File: config.mk
export PLATFORM = sky130hd
export DESIGN_NAME = max7219_display_driver_flat
export DESIGN_NICKNAME = d
export VERILOG_FILES = /design/src/rtl/max7219_display_driver_if.sv /design/src/rtl/max7219_display_driver.sv /design/src/flat_wrapper.sv
export SDC_FILE = /design/constraint.sdc
export NUM_CORES = 1
export LEC_CHECK = 0
export ABC_AREA = 0
export BUFFER_PORTS_ARGS = -buffer_cell sky130_fd_sc_hd__buf_2
export CORE_ASPECT_RATIO = 0.8
export CORE_MARGIN = 1
export CORE_UTILIZATION = 32
export CTS_BUF_LIST = sky130_fd_sc_hd__clkbuf_8
export DETAILED_ROUTE_END_ITERATION = 6
export REMOVE_ABC_BUFFERS = 1
export SKIP_CTS_REPAIR_TIMING = 1
export SLEW_MARGIN = 10
export SYNTH_ARGS = -nofsm -noshare
export SYNTH_HDL_FRONTEND = slang
export SYNTH_SLANG_ARGS = --single-unit
File: constraint.sdc
create_clock -name clk -period 4.1 [get_ports clk]
set_input_delay 0.205 -clock clk [delete_from_list [all_inputs] [get_ports clk]]
set_output_delay 0.205 -clock clk [all_outputs]
set_load 0.005 [all_outputs]
File: src/rtl/max7219_display_driver_if.sv
// Three-wire write-only SPI link from the display driver to a MAX7219 controller.
interface max7219_display_driver_if;
    logic Mosi;
    logic Cs;
    logic Clk_SPI;

    modport master (output Mosi, output Cs, output Clk_SPI);
    modport slave  (input  Mosi, input  Cs, input  Clk_SPI);
endinterface

File: src/rtl/max7219_display_driver.sv
// MAX7219 driver: one init batch after reset, then an 8-frame digit refresh per enabled
// clk_div rising edge, using digits snapshotted when the batch starts.
module max7219_display_driver #(
    parameter int unsigned CLK_DIV    = 4,
    parameter logic [3:0]  INTENSITY  = 4'h8,
    parameter logic [2:0]  SCAN_LIMIT = 3'd7
) (
    input  logic       clk,
    input  logic       res,
    input  logic       clk_div,
    input  logic       ena,
    input  logic [2:0] min_X0,
    input  logic [3:0] min_0X,
    input  logic [2:0] sec_X0,
    input  logic [3:0] sec_0X,
    input  logic [3:0] ces_X0,
    input  logic [3:0] ces_0X,
    max7219_display_driver_if.master spi,
    output logic       busy
);
    localparam int unsigned CNT_W = 9;
    localparam logic [CNT_W-1:0] DIV  = CNT_W'(CLK_DIV);
    localparam logic [CNT_W-1:0] DIV2 = CNT_W'(2 * CLK_DIV);

    typedef enum logic [2:0] {IDLE, LOAD, SHIFT, HOLD, GAP} state_t;

    typedef struct packed {
        logic [2:0] min_x0;
        logic [3:0] min_0x;
        logic [2:0] sec_x0;
        logic [3:0] sec_0x;
        logic [3:0] ces_x0;
        logic [3:0] ces_0x;
    } digits_t;

    state_t           state, state_d;
    logic [CNT_W-1:0] cnt, cnt_d;
    logic [3:0]       bit_n, bit_d;
    logic [2:0]       idx, idx_d;
    logic             init_run, init_run_d;
    logic             init_armed, init_armed_d;
    logic             pending, pending_d;
    logic             clk_div_prev;
    digits_t          snap, snap_d, live;
    logic             rise;
    logic [2:0]       last_idx;
    logic [15:0]      word_d;
    logic             mosi_d, cs_d, sclk_d;

    assign live = {min_X0, min_0X, sec_X0, sec_0X, ces_X0, ces_0X};

    // Frame contents for a given batch kind and position.
    function automatic logic [15:0] frame_word(input logic init, input logic [2:0] i,
                                               input digits_t s);
        logic [15:0] w;
        w = 16'h0000;
        if (init) begin
            case (i)
                3'd0:    w = 16'h0C01;
                3'd1:    w = 16'h09FF;
                3'd2:    w = {8'h0B, 5'b0, SCAN_LIMIT};
                3'd3:    w = {8'h0A, 4'b0, INTENSITY};
                default: w = 16'h0F00;
            endcase
        end else begin
            case (i)
                3'd0:    w = {8'h01, 4'h0, s.ces_0x};
                3'd1:    w = {8'h02, 4'h0, s.ces_x0};
                3'd2:    w = {8'h03, 1'b1, 3'b0, s.sec_0x};
                3'd3:    w = {8'h04, 5'b0, s.sec_x0};
                3'd4:    w = {8'h05, 1'b1, 3'b0, s.min_0x};
                3'd5:    w = {8'h06, 5'b0, s.min_x0};
                3'd6:    w = 16'h070F;
                default: w = 16'h080F;
            endcase
        end
        return w;
    endfunction

    // Next state; LOAD is the first cycle of the frame (Cs low, bit 15 on Mosi).
    always_comb begin
        state_d      = state;
        cnt_d        = cnt;
        bit_d        = bit_n;
        idx_d        = idx;
        init_run_d   = init_run;
        init_armed_d = init_armed;
        pending_d    = pending;
        snap_d       = snap;
        rise         = clk_div & ~clk_div_prev;
        last_idx     = init_run ? 3'd4 : 3'd7;

        if (rise && ena && state != IDLE) pending_d = 1'b1;

        case (state)
            IDLE: begin
                if (init_armed) begin
                    init_armed_d = 1'b0;
                    init_run_d   = 1'b1;
                    idx_d        = 3'd0;
                    state_d      = LOAD;
                    if (rise && ena) pending_d = 1'b1;
                end else if (pending || (rise && ena)) begin
                    pending_d  = 1'b0;
                    snap_d     = live;
                    init_run_d = 1'b0;
                    idx_d      = 3'd0;
                    state_d    = LOAD;
                end
            end
            LOAD: begin
                state_d = SHIFT;
                bit_d   = 4'd0;
                cnt_d   = CNT_W'(1);
            end
            SHIFT: begin
                if (cnt == DIV2 - 1'b1) begin
                    cnt_d = '0;
                    if (bit_n == 4'd15) state_d = HOLD;
                    else                bit_d   = bit_n + 1'b1;
                end else begin
                    cnt_d = cnt + 1'b1;
                end
            end
            HOLD: begin
                if (cnt == DIV - 1'b1) begin
                    cnt_d   = '0;
                    state_d = GAP;
                end else begin
                    cnt_d = cnt + 1'b1;
                end
            end
            GAP: begin
                if (cnt == DIV2 - 1'b1) begin
                    cnt_d = '0;
                    if (idx != last_idx) begin
                        idx_d   = idx + 1'b1;
                        state_d = LOAD;
                    end else if (pending || (rise && ena)) begin
                        pending_d  = 1'b0;
                        snap_d     = live;
                        init_run_d = 1'b0;
                        idx_d      = 3'd0;
                        state_d    = LOAD;
                    end else begin
                        state_d = IDLE;
                    end
                end else begin
                    cnt_d = cnt + 1'b1;
                end
            end
            default: state_d = IDLE;
        endcase

        // Pin values for the upcoming cycle, derived from the next state.
        word_d = frame_word(init_run_d, idx_d, snap_d);
        cs_d   = 1'b1;
        sclk_d = 1'b0;
        mosi_d = 1'b0;
        case (state_d)
            LOAD: begin
                cs_d   = 1'b0;
                mosi_d = word_d[15];
            end
            SHIFT: begin
                cs_d   = 1'b0;
                sclk_d = (cnt_d >= DIV);
                mosi_d = word_d[~bit_d];
            end
            HOLD:    cs_d = 1'b0;
            default: cs_d = 1'b1;
        endcase
    end

    always_ff @(posedge clk) begin
        if (res) begin
            state        <= IDLE;
            cnt          <= '0;
            bit_n        <= '0;
            idx          <= '0;
            init_run     <= 1'b0;
            init_armed   <= 1'b1;
            pending      <= 1'b0;
            clk_div_prev <= 1'b0;
            snap         <= '0;
            spi.Cs       <= 1'b1;
            spi.Clk_SPI  <= 1'b0;
            spi.Mosi     <= 1'b0;
            busy         <= 1'b0;
        end else begin
            state        <= state_d;
            cnt          <= cnt_d;
            bit_n        <= bit_d;
            idx          <= idx_d;
            init_run     <= init_run_d;
            init_armed   <= init_armed_d;
            pending      <= pending_d;
            clk_div_prev <= clk_div;
            snap         <= snap_d;
            spi.Cs       <= cs_d;
            spi.Clk_SPI  <= sclk_d;
            spi.Mosi     <= mosi_d;
            busy         <= (state_d != IDLE);
        end
    end
endmodule
File: src/flat_wrapper.sv
// flat-port wrapper written by rule: the top's interface ports become plain ports
module max7219_display_driver_flat 
#(
    parameter int unsigned CLK_DIV    = 4,
    parameter logic [3:0]  INTENSITY  = 4'h8,
    parameter logic [2:0]  SCAN_LIMIT = 3'd7
)
  (clk, res, clk_div, ena, min_X0, min_0X, sec_X0, sec_0X, ces_X0, ces_0X, busy, spi_Mosi, spi_Cs, spi_Clk_SPI);
  max7219_display_driver_if spi_i ();
  input  logic clk;
  input  logic res;
  input  logic clk_div;
  input  logic ena;
  input  logic [2:0] min_X0;
  input  logic [3:0] min_0X;
  input  logic [2:0] sec_X0;
  input  logic [3:0] sec_0X;
  input  logic [3:0] ces_X0;
  input  logic [3:0] ces_0X;
  output logic busy;
  output wire logic [$bits(spi_i.Mosi)-1:0] spi_Mosi;
  output wire logic [$bits(spi_i.Cs)-1:0] spi_Cs;
  output wire logic [$bits(spi_i.Clk_SPI)-1:0] spi_Clk_SPI;
  assign spi_Mosi = spi_i.Mosi;
  assign spi_Cs = spi_i.Cs;
  assign spi_Clk_SPI = spi_i.Clk_SPI;
  max7219_display_driver #(.CLK_DIV(CLK_DIV), .INTENSITY(INTENSITY), .SCAN_LIMIT(SCAN_LIMIT)) u_core (.clk(clk), .res(res), .clk_div(clk_div), .ena(ena), .min_X0(min_X0), .min_0X(min_0X), .sec_X0(sec_X0), .sec_0X(sec_0X), .ces_X0(ces_X0), .ces_0X(ces_0X), .spi(spi_i), .busy(busy));
endmodule
==> results.tsv <==
stage	metric	value	unit
status	outcome	finished with violations	
status	violations	DRC	
synth	synth.top_cells.by_area	dfxtp_1, nor2_1, nand2_1	
detailed_routing	dr.pass1.iters	7	
synth	synth-main-ff-cell	dfxtp_1	
synth	syn_avg_cell_area	7.91	sq um
detailed_routing	wirelength	7920	um
global_route	track_usage	16.3	%
synth	synth_seq_cells	49	
floorplan	core_area	9190	sq um
cells_and_area	num-fill-cells	976	
detailed_routing	antenna_left	0	
global_route	grt_pass1_vias	2810	
clocking	insertion_delay	0.30	ns
floorplan	die_w	112	um
synth	synth_enable_flop_cells	0	
worst_hold_path	hold_path.class	primary input to flop	
worst_setup_path	arrival	4.12	ns
detailed_routing	via_per_inst	5.60	
worst_setup_path	critPathKind	flop to flop	
job	cap_violations	0	
clocking	clock_path_buffers	2	
cells_and_area	nets	444	
sta	fin_tns_setup	0	ns
sta	tightest_slew	0.850	ns
sta	final.setup_skew	0.00680	ns
clocking	cts_buffers	5	
clocking	clk_pin_slew_worst_paths	0.09	ns
global_route	grt_start_max_net_pins	39	
sta	fin_crit_sh	95.5	%
synth	yosysWarnings	0	
placed_design	placed_cell_area	3330	sq um
placed_design	dp_hpwl	5920	um
placed_design	gp_congestion	0.893	
cells_and_area	drive_above_1_share	16.9	%
power	p_per_area	327	nW/um^2
sta	slew-limit-headroom	43.1	%
power	p_leak	0.00127	uW
clocking	root_buffer	clkbuf_8	
floorplan	ioPinCount	30	
sta	final-hold-violation-count	0	
floorplan	rows	31	
cells_and_area	diodes	0	
sta	drv_slew	0	
worst_setup_path	crit_fanout	9	
placed_design	io_buffer_count	29	
global_route	antenna_found_initial	0	
detailed_routing	drc	1	
global_route	grt_pass1_wl	13500	um
synth	ys_seq_area_share	31.9	%
cells_and_area	design_area	3450	sq um
synth	synth_top_area_cell	dfxtp_1	
floorplan	die-area	10000	sq um
worst_setup_path	start_kind	flop	
detailed_routing	vias	2961	
sta	setup_violations	0	
sta	fin_crit	3.91	ns
detailed_routing	wire_per_inst	15.0	um
cells_and_area	area_delta_synth_final	12.3	%
synth	syn_area	3080	sq um
floorplan	start_util	33.5	%
placed_design	place_inst	520	
cells_and_area	instances_no_fill	529	
synth	synth_cell_types	72	
synth	synth-async-reset-ratio	0	%
global_route	overflow	0	
floorplan	die_h	89.7	um
clocking	clkSinkCount	49	
detailed_routing	drt_iter0_drc	222	
sta	fmax	255	MHz
cells_and_area	regArea	981	sq um
power	ir_drop	0.000204	V
clocking	clock_tree.htree_level_count	2	
clocking	cts_tree	built	
synth	netlist.area_leader.share	31.9	%
cells_and_area	multi_input_area	1940	sq um
sta	rsz0062_at_grt	false	
worst_setup_path	worstPathRequired	4.30	ns
worst_setup_path	endpoint_kind	flop	
synth	postSynthCellCount	389	
## cells by family (layout without fill, tap and decap cells)
| group | count (synthesis) | count (layout) | synth area share [%] |
|---|---|---|---|
| AOI/OAI and AO/OA | 113 | 113 | 26.7 |
| xor gates and xnor gates | 7 | 7 | 1.99 |
| and+or+nand+nor | 171 | 171 | 28.3 |
| DFF | 49 | 49 | 31.9 |
| buffers and inverters | 32 | 57 | 5.12 |
| muxes | 12 | 12 | 3.99 |
| adders and majority gates | 5 | 5 | 2.03 |
## layout by cell type (no fill, tap or decap), types with 7 or more instances in the layout
cell type	instances
nand2_1	48
a21oi_1	33
buf_4	11
inv_1	8
nor3_1	13
dfxtp_1	49
nor4_1	7
nand3_1	10
o21ai_0	15
mux2i_1	10
nor2_1	49
buf_2	29
nor2b_1	7
## synth_stat cells, drive strengths merged, types with 3 or more instances
library cell / instances
clkbuf: 14
nor4: 8
o21a: 4
ha: 5
nand2: 49
nor2b: 7
dfxtp: 49
nand2b: 4
or3: 4
xnor2: 5
nor3: 14
a21oi: 34
a22oi: 4
buf: 9
nand3: 11
a211o: 4
a31oi: 7
inv: 8
o32ai: 3
o31ai: 6
or2: 6
nor2: 49
mux2i: 10
nand4: 5
a21o: 6
a2111oi: 3
a211oi: 3
o21ai: 17
and3: 4
## sequential cells by signal (all words and copies together) (netlist names)
name,flops
u_core.snap,22
u_core.cnt,9
u_core.bit_n,4
u_core.idx,3
u_core.state,3
u_core.busy,1
u_core.clk_div_prev,1
u_core.init_armed,1
u_core.init_run,1
u_core.pending,1
u_core.spi.Clk_SPI,1
u_core.spi.Cs,1
u_core.spi.Mosi,1
## final timing paths
path	startpoint	to	slack, ns	cells after the start
min	sec_X0[2]	u_core.snap[14]$_SDFF_PP0_	0.13	3
max	u_core.cnt[0]$_SDFF_PP0_	u_core.spi.Mosi$_SDFF_PP0_	0.19	13
max reg2reg	u_core.cnt[0]$_SDFF_PP0_	u_core.spi.Mosi$_SDFF_PP0_	0.19	13
min reg2reg	u_core.snap[0]$_SDFF_PP0_	u_core.snap[0]$_SDFF_PP0_	0.46	2
## layout make-up
cell class / count / share of cell area, %
well taps: 115 / 4.17
inverters: 9 / 1.34
multi-input cells: 308 / 56.1
flip-flops and latches: 49 / 28.4
clock buffers: 6 / 2.39
clock inverters: 2 / 0.978
repair buffers: 40 / 6.59
## stage by stage
| step | worst slack [ns] | total power [uW] | util, % | hold slack [ns] |
|---|---|---|---|---|
| global route | 0.0395 | 1190 | 37.6 | 0.123 |
| detailed placement | 0.205 | 777 | 36.2 | 0.442 |
| finish | 0.185 | 1130 | 37.6 | 0.129 |
| global placement | 0.349 | 774 | 36.2 | 0.430 |
| floorplan | 0.583 | 690 | - | 0.274 |
| CTS | 0.196 | 1140 | 37.5 | 0.123 |
## layer usage
| layer | track usage (%) | routed length (um) |
|---|---|---|
| met1 | 23.8 | 4050 |
| met2 | 24.6 | 3340 |
| met4 | 3.94 | 73 |
| met5 | 0 | 0 |
| met3 | 2.83 | 458 |
## worst max-delay path, stage by stage, from the launching register on
cell and delay [ns]:
dfxtp_1 0.38, ha_1 0.24, nor4b_4 0.40, nand3_4 0.22
a21o_4 0.26, a31o_1 0.37, clkinv_8 0.12, ha_1 0.37
or2_2 0.23, a21oi_2 0.06, a221o_1 0.44, a2111oi_4 0.35
o32ai_1 0.12, a22o_1 0.24
## where the power goes
group	switching, uW	total [uW]	internal (uW)
clock network	164	361	197
registers	19.1	520	501
logic	148	249	101
total	331	1130	799
Note: power is estimated with default switching activity, not from simulation.
